### src/rtl/ptw_axi_pkg.sv
// Shared AXI constants and FSM state type for the page-table-walker read engine.
package ptw_axi_pkg;

  localparam logic [1:0] BURST_INCR  = 2'b01;
  localparam logic [2:0] SIZE_8B     = 3'd3;
  localparam logic [1:0] RESP_OKAY   = 2'b00;
  localparam logic [1:0] RESP_EXOKAY = 2'b01;
  localparam logic [1:0] RESP_SLVERR = 2'b10;
  localparam logic [1:0] RESP_DECERR = 2'b11;
  localparam logic [2:0] PROT_PTW    = 3'b001;

  typedef enum logic [1:0] {
    StIdle = 2'd0,
    StAr   = 2'd1,
    StR    = 2'd2
  } ptw_state_e;

endpackage

### src/rtl/ptw_axi_reader.sv
// Single-outstanding one-beat AXI4 read engine for the ITLB page-table walker.
// Define PTW_RESP_CHECK_EN to turn SLVERR/DECERR responses into ACCESS_FAULT pulses.
module ptw_axi_reader
  import ptw_axi_pkg::*;
#(
  parameter int unsigned ADDR_WIDTH = 64,
  parameter int unsigned DATA_WIDTH = 64,
  parameter int unsigned ID_WIDTH   = 4,
  parameter int unsigned PTW_ID     = 0
) (
  input  logic                  CLK,
  input  logic                  RST,
  input  logic                  ADDR_TO_AXIM_VALID,
  input  logic [ADDR_WIDTH-1:0] ADDR_TO_AXIM,
  input  logic                  FLUSH,
  output logic                  DATA_FROM_AXIM_VALID,
  output logic [DATA_WIDTH-1:0] DATA_FROM_AXIM,
  output logic                  ACCESS_FAULT,
  output logic                  BUSY,
  output logic [ID_WIDTH-1:0]   M_ARID,
  output logic [ADDR_WIDTH-1:0] M_ARADDR,
  output logic [7:0]            M_ARLEN,
  output logic [2:0]            M_ARSIZE,
  output logic [1:0]            M_ARBURST,
  output logic [2:0]            M_ARPROT,
  output logic                  M_ARVALID,
  input  logic                  M_ARREADY,
  input  logic [ID_WIDTH-1:0]   M_RID,
  input  logic [DATA_WIDTH-1:0] M_RDATA,
  input  logic [1:0]            M_RRESP,
  input  logic                  M_RLAST,
  input  logic                  M_RVALID,
  output logic                  M_RREADY
);

  localparam logic [ID_WIDTH-1:0] PtwId = ID_WIDTH'(PTW_ID);

  ptw_state_e state_q, state_d;
  logic                  discard_q, discard_d;
  logic [ADDR_WIDTH-1:0] araddr_q;
  logic [DATA_WIDTH-1:0] data_q;
  logic                  data_valid_q;
  logic                  fault_q;

  logic req_take;
  logic beat_ok;
  logic deliver;
  logic resp_err;

  assign req_take = (state_q == StIdle) && ADDR_TO_AXIM_VALID && !FLUSH;
  assign beat_ok  = (state_q == StR) && M_RVALID && (M_RID == PtwId);
  // A flush landing on the completing beat still discards it.
  assign deliver  = beat_ok && !(discard_q || FLUSH);

`ifdef PTW_RESP_CHECK_EN
  assign resp_err = M_RRESP[1];
`else
  assign resp_err = 1'b0;
`endif

  always_comb begin
    state_d   = state_q;
    discard_d = discard_q;
    unique case (state_q)
      StIdle: begin
        if (req_take) state_d = StAr;
      end
      StAr: begin
        if (FLUSH) discard_d = 1'b1;
        if (M_ARREADY) state_d = StR;
      end
      StR: begin
        if (FLUSH) discard_d = 1'b1;
        if (beat_ok) begin
          state_d   = StIdle;
          discard_d = 1'b0;
        end
      end
      default: begin
        state_d   = StIdle;
        discard_d = 1'b0;
      end
    endcase
  end

  always_ff @(posedge CLK or negedge RST) begin
    if (!RST) begin
      state_q      <= StIdle;
      discard_q    <= 1'b0;
      araddr_q     <= '0;
      data_q       <= '0;
      data_valid_q <= 1'b0;
      fault_q      <= 1'b0;
    end else begin
      state_q      <= state_d;
      discard_q    <= discard_d;
      data_valid_q <= deliver && !resp_err;
      fault_q      <= deliver && resp_err;
      if (req_take) araddr_q <= {ADDR_TO_AXIM[ADDR_WIDTH-1:3], 3'b000};
      if (deliver && !resp_err) data_q <= M_RDATA;
    end
  end

  assign M_ARID    = PtwId;
  assign M_ARADDR  = araddr_q;
  assign M_ARLEN   = 8'd0;
  assign M_ARSIZE  = SIZE_8B;
  assign M_ARBURST = BURST_INCR;
  assign M_ARPROT  = PROT_PTW;
  assign M_ARVALID = (state_q == StAr);
  assign M_RREADY  = (state_q == StR);

  assign BUSY                 = (state_q != StIdle);
  assign DATA_FROM_AXIM_VALID = data_valid_q;
  assign DATA_FROM_AXIM       = data_q;
  assign ACCESS_FAULT         = fault_q;

  logic unused_inputs;
  assign unused_inputs = ^{M_RLAST, M_RRESP, ADDR_TO_AXIM[2:0]};

endmodule

### config.mk
export PLATFORM = sky130hd
export DESIGN_NAME = ptw_axi_reader
export DESIGN_NICKNAME = d
export VERILOG_FILES = /design/src/rtl/ptw_axi_pkg.sv /design/src/rtl/ptw_axi_reader.sv
export SDC_FILE = /design/constraint.sdc
export NUM_CORES = 1
export LEC_CHECK = 0
export ABC_AREA = 1
export CORE_MARGIN = 2
export CORE_UTILIZATION = 36
export CTS_CLUSTER_DIAMETER = 150
export DETAILED_ROUTE_END_ITERATION = 10
export PLACE_DENSITY = 0.76
export SLEW_MARGIN = 10
export SYNTH_ARGS = -nofsm -noshare
export SYNTH_HDL_FRONTEND = slang
export SYNTH_SLANG_ARGS = --single-unit
### constraint.sdc
create_clock -name CLK -period 1.55 [get_ports CLK]
set_input_delay 0.31 -clock CLK [delete_from_list [all_inputs] [get_ports CLK]]
set_output_delay 0.31 -clock CLK [all_outputs]
set_load 0.1 [all_outputs]
==> run summary <==
==========================================================================================
GRT Util Overall                                                                     21.4%
Total leakage power                                                                5.15 nW
Mapped cell area                                                               0.00550 mm2
Met3 Wirelength                                                                    1920 um
Fraction of post-synthesis cell area in the top cell type by area                    58.7%
Final design utilization                                                             69.0%
Slack of the worst reg-to-reg path                                                -0.12 ns
Endpoint arrival time on the critical path                                         1.37 ns
Routability Congestion                                                               0.813
Clock buffers created by TritonCTS                                                      17
Die ar.                                                                         0.0163 mm2
CTS H-Tree Depth                                                                         4
Clock edge transition at the registers on the reported setup and hold paths        0.06 ns
Starting utilization of the core area                                                36.4%
Hpwl dp                                                                          12,600 um
Startpoint-to-endpoint class of the critical path                             flop to primary output
Violated checks                                                               setup timing
Total setup violations reported at the end of the flow                                  67
Core area                                                                       0.0151 mm2
Minimum period implied by the final worst setup slack                              1.68 ns
Sequential-to-total area share from yosys stat                                       58.7%
Endpoint of the worst-slack reg-to-reg timing path                            DATA_FROM_AXIM[54]
Syn-to-layout area delta                                                             89.4%
Final Routed Wirelength                                                          17,400 um
Launch instance of the worst register-to-register path                          state_q[0]
Cell taking the most area after synthesis                                     sky130_fd_sc_hd__dfrtp_1
Nets                                                                                 1,026
Pwr Total                                                                          24.7 mW
Vias after detailed routing                                                          5,131
Distinct cell type count after synthesis                                                17
Leading register cell type out of synthesis                                   sky130_fd_sc_hd__dfrtp_1
Max-slew violation count                                                                 0
Number of detailed-routing iterations run before antenna repair                          6
Post-Syn Instances                                                                     607
Launching element type of the critical path                                           flop
Detail Route Antenna Nets                                                                0
Worst-case reg-to-reg path depth                                                         9
P per Cell Area                                                                2370 mW/mm2
Antenna violations before repair                                                         0
TritonCTS clock tree                                                                  done
Number of cells after detailed placement                                             1,038
Fraction of layout instances using a drive strength above 1                          23.7%
Max-cap viol count                                                                       0
Highest signal layer in the routed design                                             met4
Rows                                                                                    45
Crit path cell chain                                                          inv_2 > buf_6 > ha_4 > buf_12
Post-route non-filler standard cell count                                            1,082
Global route total overflow                                                              0
Endpoint kind of the worst setup timing path                                  primary output
Antenna diode instance count                                                             0
Crit path max-delay family                                                      flip-flops
Worst EP required                                                                  1.24 ns
Per-cell via count in the routed design                                               4.74
Global-route wire length before repair                                           27,100 um
Proportion of synthesized flip-flops having asynchronous set or reset                 100%
Starting DRT DRC Count                                                                 298
Achievable clock frequency                                                         595 MHz
Later-pin clock latency in the skew report                                         0.41 ns
Synthesized area per cell                                                         9.06 um2
Final cycle utilization of the critical path                                          108%
Max incr delay on CP                                                               0.40 ns
Metal2 WL                                                                          8800 um
Vias in the first global route                                                       5,180
Critical path depth in cells                                                             4
Number of warnings printed during yosys synthesis                                        0
Critical Path Slowest Stage Cell                                              sky130_fd_sc_hd__dfrtp_1
Clock root buffer master                                                      sky130_fd_sc_hd__clkbuf_16
Synthesized flop and latch total                                                       129
Width of the chip                                                                   128 um
IO Port Bufs                                                                           263
Final count of hold timing violations                                                    0
Total DRC errors in the routed layout                                                    0
Skew final                                                                      0.00521 ns
Average wire length per cell after detail routing                                  16.1 um
Pin count of the biggest net entering global routing                                    66
Largest fanout on the critical path                                                      3
Cell types occupying the most area after synthesis                            sky130_fd_sc_hd__dfrtp_1 (59%), sky130_fd_sc_hd__nand2_1 (14%), sky130_fd_sc_hd__nand4_1 (7.3%)
Number of I/O pins                                                                     294
Setup Total Neg Slack                                                             -4.21 ns
Unrepaired setup endpoints after global routing                                       true
Buffers from clock root to sink, at most                                                 2
Worst IR Drop VDD                                                                  1.97 mV
EDFF count, synth                                                                        0
Height of the die                                                                   128 um
Status                                                                        complete, but fails checks
CTS Sinks                                                                              129
Fin worst setup slack                                                            -0.131 ns
Hold/Removal Path Class                                                       primary input to asynchronous set/reset pin
WP buf/inv                                                                               3
Post-Route M1 WL                                                                   6490 um
==========================================================================================
==> stage by stage <==
| step | setup WS (ns) | cell area (um2) | hold slack [ns] |
|---|---|---|---|
| 2_1_floorplan | -0.115 | 5620 | 0.0144 |
| 3_3_place_gp | -0.0946 | 9640 | 0.239 |
| 3_5_place_dp | -0.145 | 9640 | 0.236 |
| 4_1_cts | -0.134 | 10300 | 0.377 |
| 5_1_grt | -0.185 | 10400 | 0.407 |
| 6_report | -0.131 | 10400 | 0.379 |
==> registers in the layout, indices dropped and copies added (netlist names) <==
register / cells
DATA_FROM_AXIM: 64
DATA_FROM_AXIM_VALID: 1
M_ARADDR: 61
discard_q: 1
state_q: 2
==> power by group <==
part	switching, mW	internal, mW
Clock	1.49	2.52
Sequential	1.18	4.43
Combinational	9.97	5.15
==> final cells by class <==
cell class	count	area, um2
Timing Repair Buffer	298	4330
Fill cell	1057	4670
Clock buffer	18	429
Multi-Input combinational cell	367	1770
Tap cell	188	235
Inverter	68	259
Clock inverter	14	166
Sequential cell	129	3230
==> layout by cell type (no fill, tap or decap) <==
cell / Yosys / final
sky130_fd_sc_hd__buf_6: 5 / 5
sky130_fd_sc_hd__inv_2: 0 / 2
sky130_fd_sc_hd__ha_1: 4 / 1
sky130_fd_sc_hd__clkinv_2: 0 / 5
sky130_fd_sc_hd__bufinv_16: 0 / 3
sky130_fd_sc_hd__nand3_1: 4 / 3
sky130_fd_sc_hd__dfrtp_1: 129 / 128
sky130_fd_sc_hd__nand2_4: 0 / 1
sky130_fd_sc_hd__nand3_4: 0 / 2
sky130_fd_sc_hd__ha_4: 0 / 3
sky130_fd_sc_hd__nand2_1: 202 / 198
sky130_fd_sc_hd__o21ai_1: 0 / 3
sky130_fd_sc_hd__nand2_2: 0 / 3
sky130_fd_sc_hd__buf_4: 32 / 20
sky130_fd_sc_hd__nor2_1: 5 / 3
sky130_fd_sc_hd__clkinvlp_4: 0 / 2
sky130_fd_sc_hd__nor2_4: 0 / 2
sky130_fd_sc_hd__nor3_4: 0 / 1
sky130_fd_sc_hd__clkbuf_16: 0 / 18
sky130_fd_sc_hd__buf_12: 0 / 137
sky130_fd_sc_hd__clkinv_4: 0 / 5
sky130_fd_sc_hd__clkbuf_1: 6 / 1
sky130_fd_sc_hd__a21oi_2: 0 / 1
sky130_fd_sc_hd__inv_1: 68 / 65
sky130_fd_sc_hd__nand4_1: 64 / 64
sky130_fd_sc_hd__o21ai_0: 61 / 58
sky130_fd_sc_hd__dfrtp_2: 0 / 1
sky130_fd_sc_hd__conb_1: 2 / 24
sky130_fd_sc_hd__clkdlybuf4s50_1: 0 / 133
sky130_fd_sc_hd__buf_8: 0 / 1
sky130_fd_sc_hd__dlygate4sd3_1: 0 / 1
==> worst register-to-register path, delay by kind of cell, from the launching register on <==
kind | cells | cell delay, ns
adders and majority gates | 1 | 0.15
and+or+nand+nor | 4 | 0.48
buffers and inverters | 4 | 0.57
DFF | 1 | 0.40
==> what timing repair did <==
action	4_1_cts	5_1_grt
resized for setup	9	11
setup buffers	7	3
endpoints found under the setup margin	17	73
hold buffers	1	0
endpoints found under the hold margin	29	0
pin swaps	3	2
cloned	0	1
==> worst max-delay path by stage <==
stage	startpoint	endpoint	slack, ns
final	state_q[0]	M_RREADY	-0.13
after floorplan	state_q[0]	DATA_FROM_AXIM[0]	-0.11
after global routing	state_q[0]	DATA_FROM_AXIM[54]	-0.18
after detailed placement	M_RID[1]	DATA_FROM_AXIM[25]	-0.15
after global placement	M_RVALID	DATA_FROM_AXIM[31]	-0.09
after CTS	state_q[1]	M_ARVALID	-0.13
==> Yosys cell counts, types with 4 or more instances <==
library cell	count
sky130_fd_sc_hd__dfrtp_1	129
sky130_fd_sc_hd__clkbuf_1	6
sky130_fd_sc_hd__nand3_1	4
sky130_fd_sc_hd__buf_4	32
sky130_fd_sc_hd__nor2_1	5
sky130_fd_sc_hd__buf_2	20
sky130_fd_sc_hd__inv_1	68
sky130_fd_sc_hd__buf_6	5
sky130_fd_sc_hd__nand4_1	64
sky130_fd_sc_hd__o21ai_0	61
sky130_fd_sc_hd__ha_1	4
sky130_fd_sc_hd__nand2_1	202
==> logic make-up after synthesis <==
family	after synthesis	synth area share (%)
and+or+nand+nor	277	22.1
buffers and inverters	133	12.4
DFF	129	58.7
AOI/OAI and AO/OA	62	5.64
adders and majority gates	4	0.910
other	2	0.137
==> metal layers <==
metal	track usage [%]	up-vias
met3	9.17	21
met2	35.8	253
li1	-	2436
met5	0	-
met1	25.0	2421
met4	6.59	0
No activity file was read; power rests on OpenSTA's default activity.
